<file path="src/rtl/ctrl_pipe_hazard.sv">
// Control-side pipeline registers (ID/EX, EX/MEM, MEM/WB) for a 5-stage core.
// Produces load-use stalls, branch flushes, EX forwarding selects and a retire count.
module ctrl_pipe_hazard #(
    parameter int CNT_W  = 32,
    parameter int REG_AW = 5
) (
    input  logic              clk,
    input  logic              rst,
    input  logic              id_valid,
    input  logic              id_reg_write,
    input  logic              id_result_src,
    input  logic              id_mem_write,
    input  logic              id_branch,
    input  logic              id_alu_src,
    input  logic [2:0]        id_alu_control,
    input  logic [REG_AW-1:0] id_rs1,
    input  logic [REG_AW-1:0] id_rs2,
    input  logic [REG_AW-1:0] id_rd,
    input  logic              ex_zero,
    output logic              stall_f,
    output logic              stall_d,
    output logic              flush_d,
    output logic              pc_src,
    output logic              ex_reg_write,
    output logic              ex_mem_write,
    output logic              ex_alu_src,
    output logic              ex_result_src,
    output logic [2:0]        ex_alu_control,
    output logic              mem_reg_write,
    output logic              mem_mem_write,
    output logic              mem_result_src,
    output logic              wb_reg_write,
    output logic              wb_result_src,
    output logic [REG_AW-1:0] wb_rd,
    output logic [1:0]        fwd_a,
    output logic [1:0]        fwd_b,
    output logic [CNT_W-1:0]  instret
);

    typedef struct packed {
        logic              valid;
        logic              reg_write;
        logic              result_src;
        logic              mem_write;
        logic              branch;
        logic              alu_src;
        logic [2:0]        alu_control;
        logic [REG_AW-1:0] rs1;
        logic [REG_AW-1:0] rs2;
        logic [REG_AW-1:0] rd;
    } ex_stage_t;

    typedef struct packed {
        logic              valid;
        logic              reg_write;
        logic              result_src;
        logic              mem_write;
        logic [REG_AW-1:0] rd;
    } mem_stage_t;

    typedef struct packed {
        logic              valid;
        logic              reg_write;
        logic              result_src;
        logic [REG_AW-1:0] rd;
    } wb_stage_t;

    ex_stage_t        ex_q,  ex_d;
    mem_stage_t       mem_q, mem_d;
    wb_stage_t        wb_q,  wb_d;
    logic [CNT_W-1:0] instret_q, instret_d;
    logic             load_use;
    logic             taken;

    // MEM beats WB so the youngest producer wins; x0 is hardwired and never forwarded.
    function automatic logic [1:0] fwd_sel(input logic [REG_AW-1:0] rs,
                                           input mem_stage_t m,
                                           input wb_stage_t w);
        if (m.valid && m.reg_write && (m.rd != '0) && (m.rd == rs))
            return 2'b10;
        else if (w.valid && w.reg_write && (w.rd != '0) && (w.rd == rs))
            return 2'b01;
        else
            return 2'b00;
    endfunction

    always_comb begin
        taken    = ex_q.valid & ex_q.branch & ex_zero;
        load_use = ex_q.valid & ex_q.result_src & ex_q.reg_write & (ex_q.rd != '0)
                 & id_valid & ((ex_q.rd == id_rs1) | (ex_q.rd == id_rs2));
    end

    // NOTE: every field gets a default before the conditional updates, so no latch is inferred.
    always_comb begin
        ex_d = '0;
        if (!(load_use || taken)) begin
            ex_d.valid       = id_valid;
            ex_d.reg_write   = id_reg_write;
            ex_d.result_src  = id_result_src;
            ex_d.mem_write   = id_mem_write;
            ex_d.branch      = id_branch;
            ex_d.alu_src     = id_alu_src;
            ex_d.alu_control = id_alu_control;
            ex_d.rs1         = id_rs1;
            ex_d.rs2         = id_rs2;
            ex_d.rd          = id_rd;
        end

        mem_d.valid      = ex_q.valid;
        mem_d.reg_write  = ex_q.reg_write;
        mem_d.result_src = ex_q.result_src;
        mem_d.mem_write  = ex_q.mem_write;
        mem_d.rd         = ex_q.rd;

        wb_d.valid      = mem_q.valid;
        wb_d.reg_write  = mem_q.reg_write;
        wb_d.result_src = mem_q.result_src;
        wb_d.rd         = mem_q.rd;

        instret_d = instret_q;
        if (wb_q.valid)
            instret_d = instret_q + CNT_W'(1);
    end

    // NOTE: state registers take non-blocking assignments so all stages shift on the same edge.
    always_ff @(posedge clk) begin
        if (rst) begin
            ex_q      <= '0;
            mem_q     <= '0;
            wb_q      <= '0;
            instret_q <= '0;
        end else begin
            ex_q      <= ex_d;
            mem_q     <= mem_d;
            wb_q      <= wb_d;
            instret_q <= instret_d;
        end
    end

    // A taken branch squashes the dependent instruction anyway, so it overrides the stall.
    assign stall_f        = load_use & ~taken;
    assign stall_d        = load_use & ~taken;
    assign flush_d        = taken;
    assign pc_src         = taken;
    assign ex_reg_write   = ex_q.reg_write;
    assign ex_mem_write   = ex_q.mem_write;
    assign ex_alu_src     = ex_q.alu_src;
    assign ex_result_src  = ex_q.result_src;
    assign ex_alu_control = ex_q.alu_control;
    assign mem_reg_write  = mem_q.reg_write;
    assign mem_mem_write  = mem_q.mem_write;
    assign mem_result_src = mem_q.result_src;
    assign wb_reg_write   = wb_q.reg_write;
    assign wb_result_src  = wb_q.result_src;
    assign wb_rd          = wb_q.rd;
    assign fwd_a          = fwd_sel(ex_q.rs1, mem_q, wb_q);
    assign fwd_b          = fwd_sel(ex_q.rs2, mem_q, wb_q);
    assign instret        = instret_q;

endmodule
</file>
<file path="config.mk">
export PLATFORM = sky130hd
export DESIGN_NAME = ctrl_pipe_hazard
export DESIGN_NICKNAME = d
export VERILOG_FILES = /design/src/rtl/ctrl_pipe_hazard.sv
export SDC_FILE = /design/constraint.sdc
export NUM_CORES = 1
export LEC_CHECK = 0
export BUFFER_PORTS_ARGS = -buffer_cell sky130_fd_sc_hd__buf_2
export CELL_PAD_IN_SITES_DETAIL_PLACEMENT = 1
export CELL_PAD_IN_SITES_GLOBAL_PLACEMENT = 2
export CORE_MARGIN = 10
export CORE_UTILIZATION = 34
export DETAILED_ROUTE_END_ITERATION = 12
export PLACE_DENSITY_LB_ADDON = 0.1
export SYNTH_ARGS = -nofsm -noshare
export SYNTH_HDL_FRONTEND = slang
export SYNTH_SLANG_ARGS = --single-unit
</file>
<file path="constraint.sdc">
create_clock -name clk -period 2.9 [get_ports clk]
set_input_delay 0.58 -clock clk [delete_from_list [all_inputs] [get_ports clk]]
set_output_delay 0.58 -clock clk [all_outputs]
set_load 0.01 [all_outputs]
</file>
==> impl_metrics.yaml <==
detailed_routing:
  vias: 2794
  routed_wl_mm: 8.96
  post_drt_via_cell_ratio: 5.03
  wl_per_cell_microns: 16.1
  drc: 0
  ant_nets: 0
  dr.pass1.iters: 4
  first_iter_violations: 98
sta:
  rsz0062_at_grt: "false"
  setup_viol: 0
  hold_viol: 0
  fmax_mhz: 382
  period_needed_ns: 2.61
  fin_crit_sh_pct: 90.2
  report.final.slew_viol_count: 0
  tns_ns: 0
  fin_skew_ns: 0.00934
  worstMarginPinSlew_ns: 0.448
  slew_headroom_pct: 70.1
critical_path:
  path_class: "reg2out"
  arrival_ns: 2.03
  slowest_stage: "or4_1"
  r2r_cells: 4
  endpoint_kind: "output pin"
  cp_common_cell: "nor4_1"
  crit_path_start_kind: "register"
  slowest_delay_ns: 0.52
  cp.required_ns: 2.32
  crit_chain: "or4_1 -> o211ai_1 -> nor4_1 -> nor4_1 -> buf_2"
  cp_max_fo: 4
die:
  core_sq_um: 9280
  start_util_pct: 35.1
  io_pins: 84
  rows: 35
  die_area_sq_um: 13900
  fp.dieH_microns: 118
  die_x_microns: 118
outcome:
  status: "finished, final reports clean"
global_routing:
  grt_use_met2_pct: 18.2
  antenna_found_initial: 0
  use_met1_pct: 17.2
  grt_pass1_vias: 2823
  grt-ovfl-total: 0
  use_met3_pct: 4.27
  busiest_layer: "met2"
  grt_start_max_net_pins: 57
  grt_use_total_pct: 12.7
  grt_pass1_wl_mm: 14.9
power:
  p_leak_nw: 1.70
  total_power_mw: 2.16
  vdd_ir_drop_max_v: 0.000185
  power_density_nw_per_um2: 544
cells_and_area:
  drive_above_1_share_pct: 25.3
  n_antenna_cell: 0
  fillers: 1125
  fin_nets: 450
  seq_area_sq_um: 1460
  syn_to_final_growth_pct: 21.6
  multi_input_comb_area_sq_um: 1630
clocking:
  htree_levels: 3
  cts_tree: "built"
  clkSlewWorstSetupHoldPaths_ns: 0.08
  clk_root_buffer_cell: "clkbuf_8"
  cts.sinks: 73
  cts_resized: 0
  clock_latency_ns: 0.34
  cts_buffers: 9
  postCtsSetupRepairBufs: 0
  ctsHoldBuffers: 0
  max-clock-path-buffers: 2
synth:
  ys_types: 31
  async_flop_share_pct: 0
  ys.flop_type: "dfxtp_1"
  ys_seq_area_share_pct: 44.8
  synth_top_area_share_pct: 44.8
  synth_edf_count: 0
  synth_nets: 382
  synth_cells: 354
  synthTopCellsByArea: "dfxtp_1, xor2_1, a21oi_1, nand3b_1, xnor2_1"
  ys.warnings.count: 0
  avgSynthCellArea_sq_um: 9.21
  syn_area_sq_um: 3260
  synth-seq-cells: 73
  post-synth-top-area-cell: "dfxtp_1"
hold_path:
  hold_class: "reg2reg"
  whs_path_depth: 1
placed_design:
  gp_congestion: 0.747
  dp_hpwl_mm: 6.70
  portBuffers: 83
job:
  max-cap-violations: 0
where the power goes:
part           switching, mW  internal, mW  leakage (nW)
sequential            0.0261          1.03         0.597
combinational         0.0708        0.0696         0.983
clock                  0.389         0.571         0.115
total                  0.486          1.67          1.70
cells by family after synthesis:
logic type,synth area share (%)
and+or+nand+nor,26.9
muxes,0.652
adders and majority gates,0.384
AOI/OAI and AO/OA,10.6
DFF,44.8
xor gates and xnor gates,11.3
buffers and inverters,5.41
cell type report:
type                    count  share of cell area [%]
well taps                 129                    4.07
multi-input cells         249                    41.2
repair buffers             87                    11.6
clock buffers               9                    3.13
clock inverters             7                    3.00
inverters                   2                   0.189
flip-flops and latches     73                    36.9
cell usage in the layout (no fill, tap or decap), types with 16 or more instances in the layout:
cell type,n
dfxtp_1,73
nand3_1,16
nor2b_1,21
buf_2,83
a21oi_1,40
xor2_1,25
or4_1,17
nand3b_1,24
xnor2_1,17
critical path: cells and delay by family (launching register included):
family	cells	cell delay [ns]
AND/OR/NAND/NOR	3	0.94
flip-flops	1	0.35
AO/OA/AOI/OAI	1	0.22
buffers and inverters	1	0.19
metal layers:
layer | wire [microns] | up-vias
met5 | 0 | -
met4 | 91 | 0
met3 | 563 | 9
met2 | 3850 | 65
met1 | 4450 | 1325
li1 | - | 1395
final timing paths:
path,slack [ns],end,from
hold reg to reg,0.46,wb_result_src,mem_result_src
hold / removal,0.46,wb_result_src,mem_result_src
setup reg to reg,0.77,instret[20],wb_q[7]
setup / recovery,0.29,fwd_b[0],mem_q[1]
cell usage after synthesis (2+ instances only):
library cell,count
or3_1,5
o21ai_0,7
and4_1,5
xor2_1,25
nand4_1,10
and3_1,6
buf_4,13
xnor2_1,17
a21oi_1,41
nand3_1,16
inv_1,2
or4_1,17
nor2b_1,21
buf_1,2
nor4_1,4
o211ai_1,2
o31ai_1,11
clkbuf_1,14
nand3b_1,24
nor2_1,15
nand2_1,15
dfxtp_1,73
per-stage QoR:
| step | hold slack [ns] | std cells | setup WS (ns) | instance area, sq um | utilization (%) |
|---|---|---|---|---|---|
| final | 0.464 | 556 | 0.286 | 3960 | 42.7 |
| after global routing | 0.465 | 556 | 0.0881 | 3960 | 42.7 |
| after CTS | 0.459 | 556 | 0.259 | 3960 | 42.7 |
| after detailed placement | 0.453 | 540 | 0.652 | 3720 | 40.1 |
| after global placement | 0.451 | 540 | 0.736 | 3720 | 40.1 |
| after floorplan | 0.438 | 354 | 0.703 | 3260 | - |
flip-flops by register name, summed over array words and instances (netlist names):
name / count
ex_q: 17
wb_reg_write: 1
mem_result_src: 1
ex_alu_control: 3
ex_reg_write: 1
ex_result_src: 1
mem_mem_write: 1
wb_result_src: 1
mem_reg_write: 1
wb_rd: 5
instret: 32
mem_q: 6
wb_q: 1
ex_mem_write: 1
ex_alu_src: 1
Note: power is estimated with default switching activity, not from simulation.
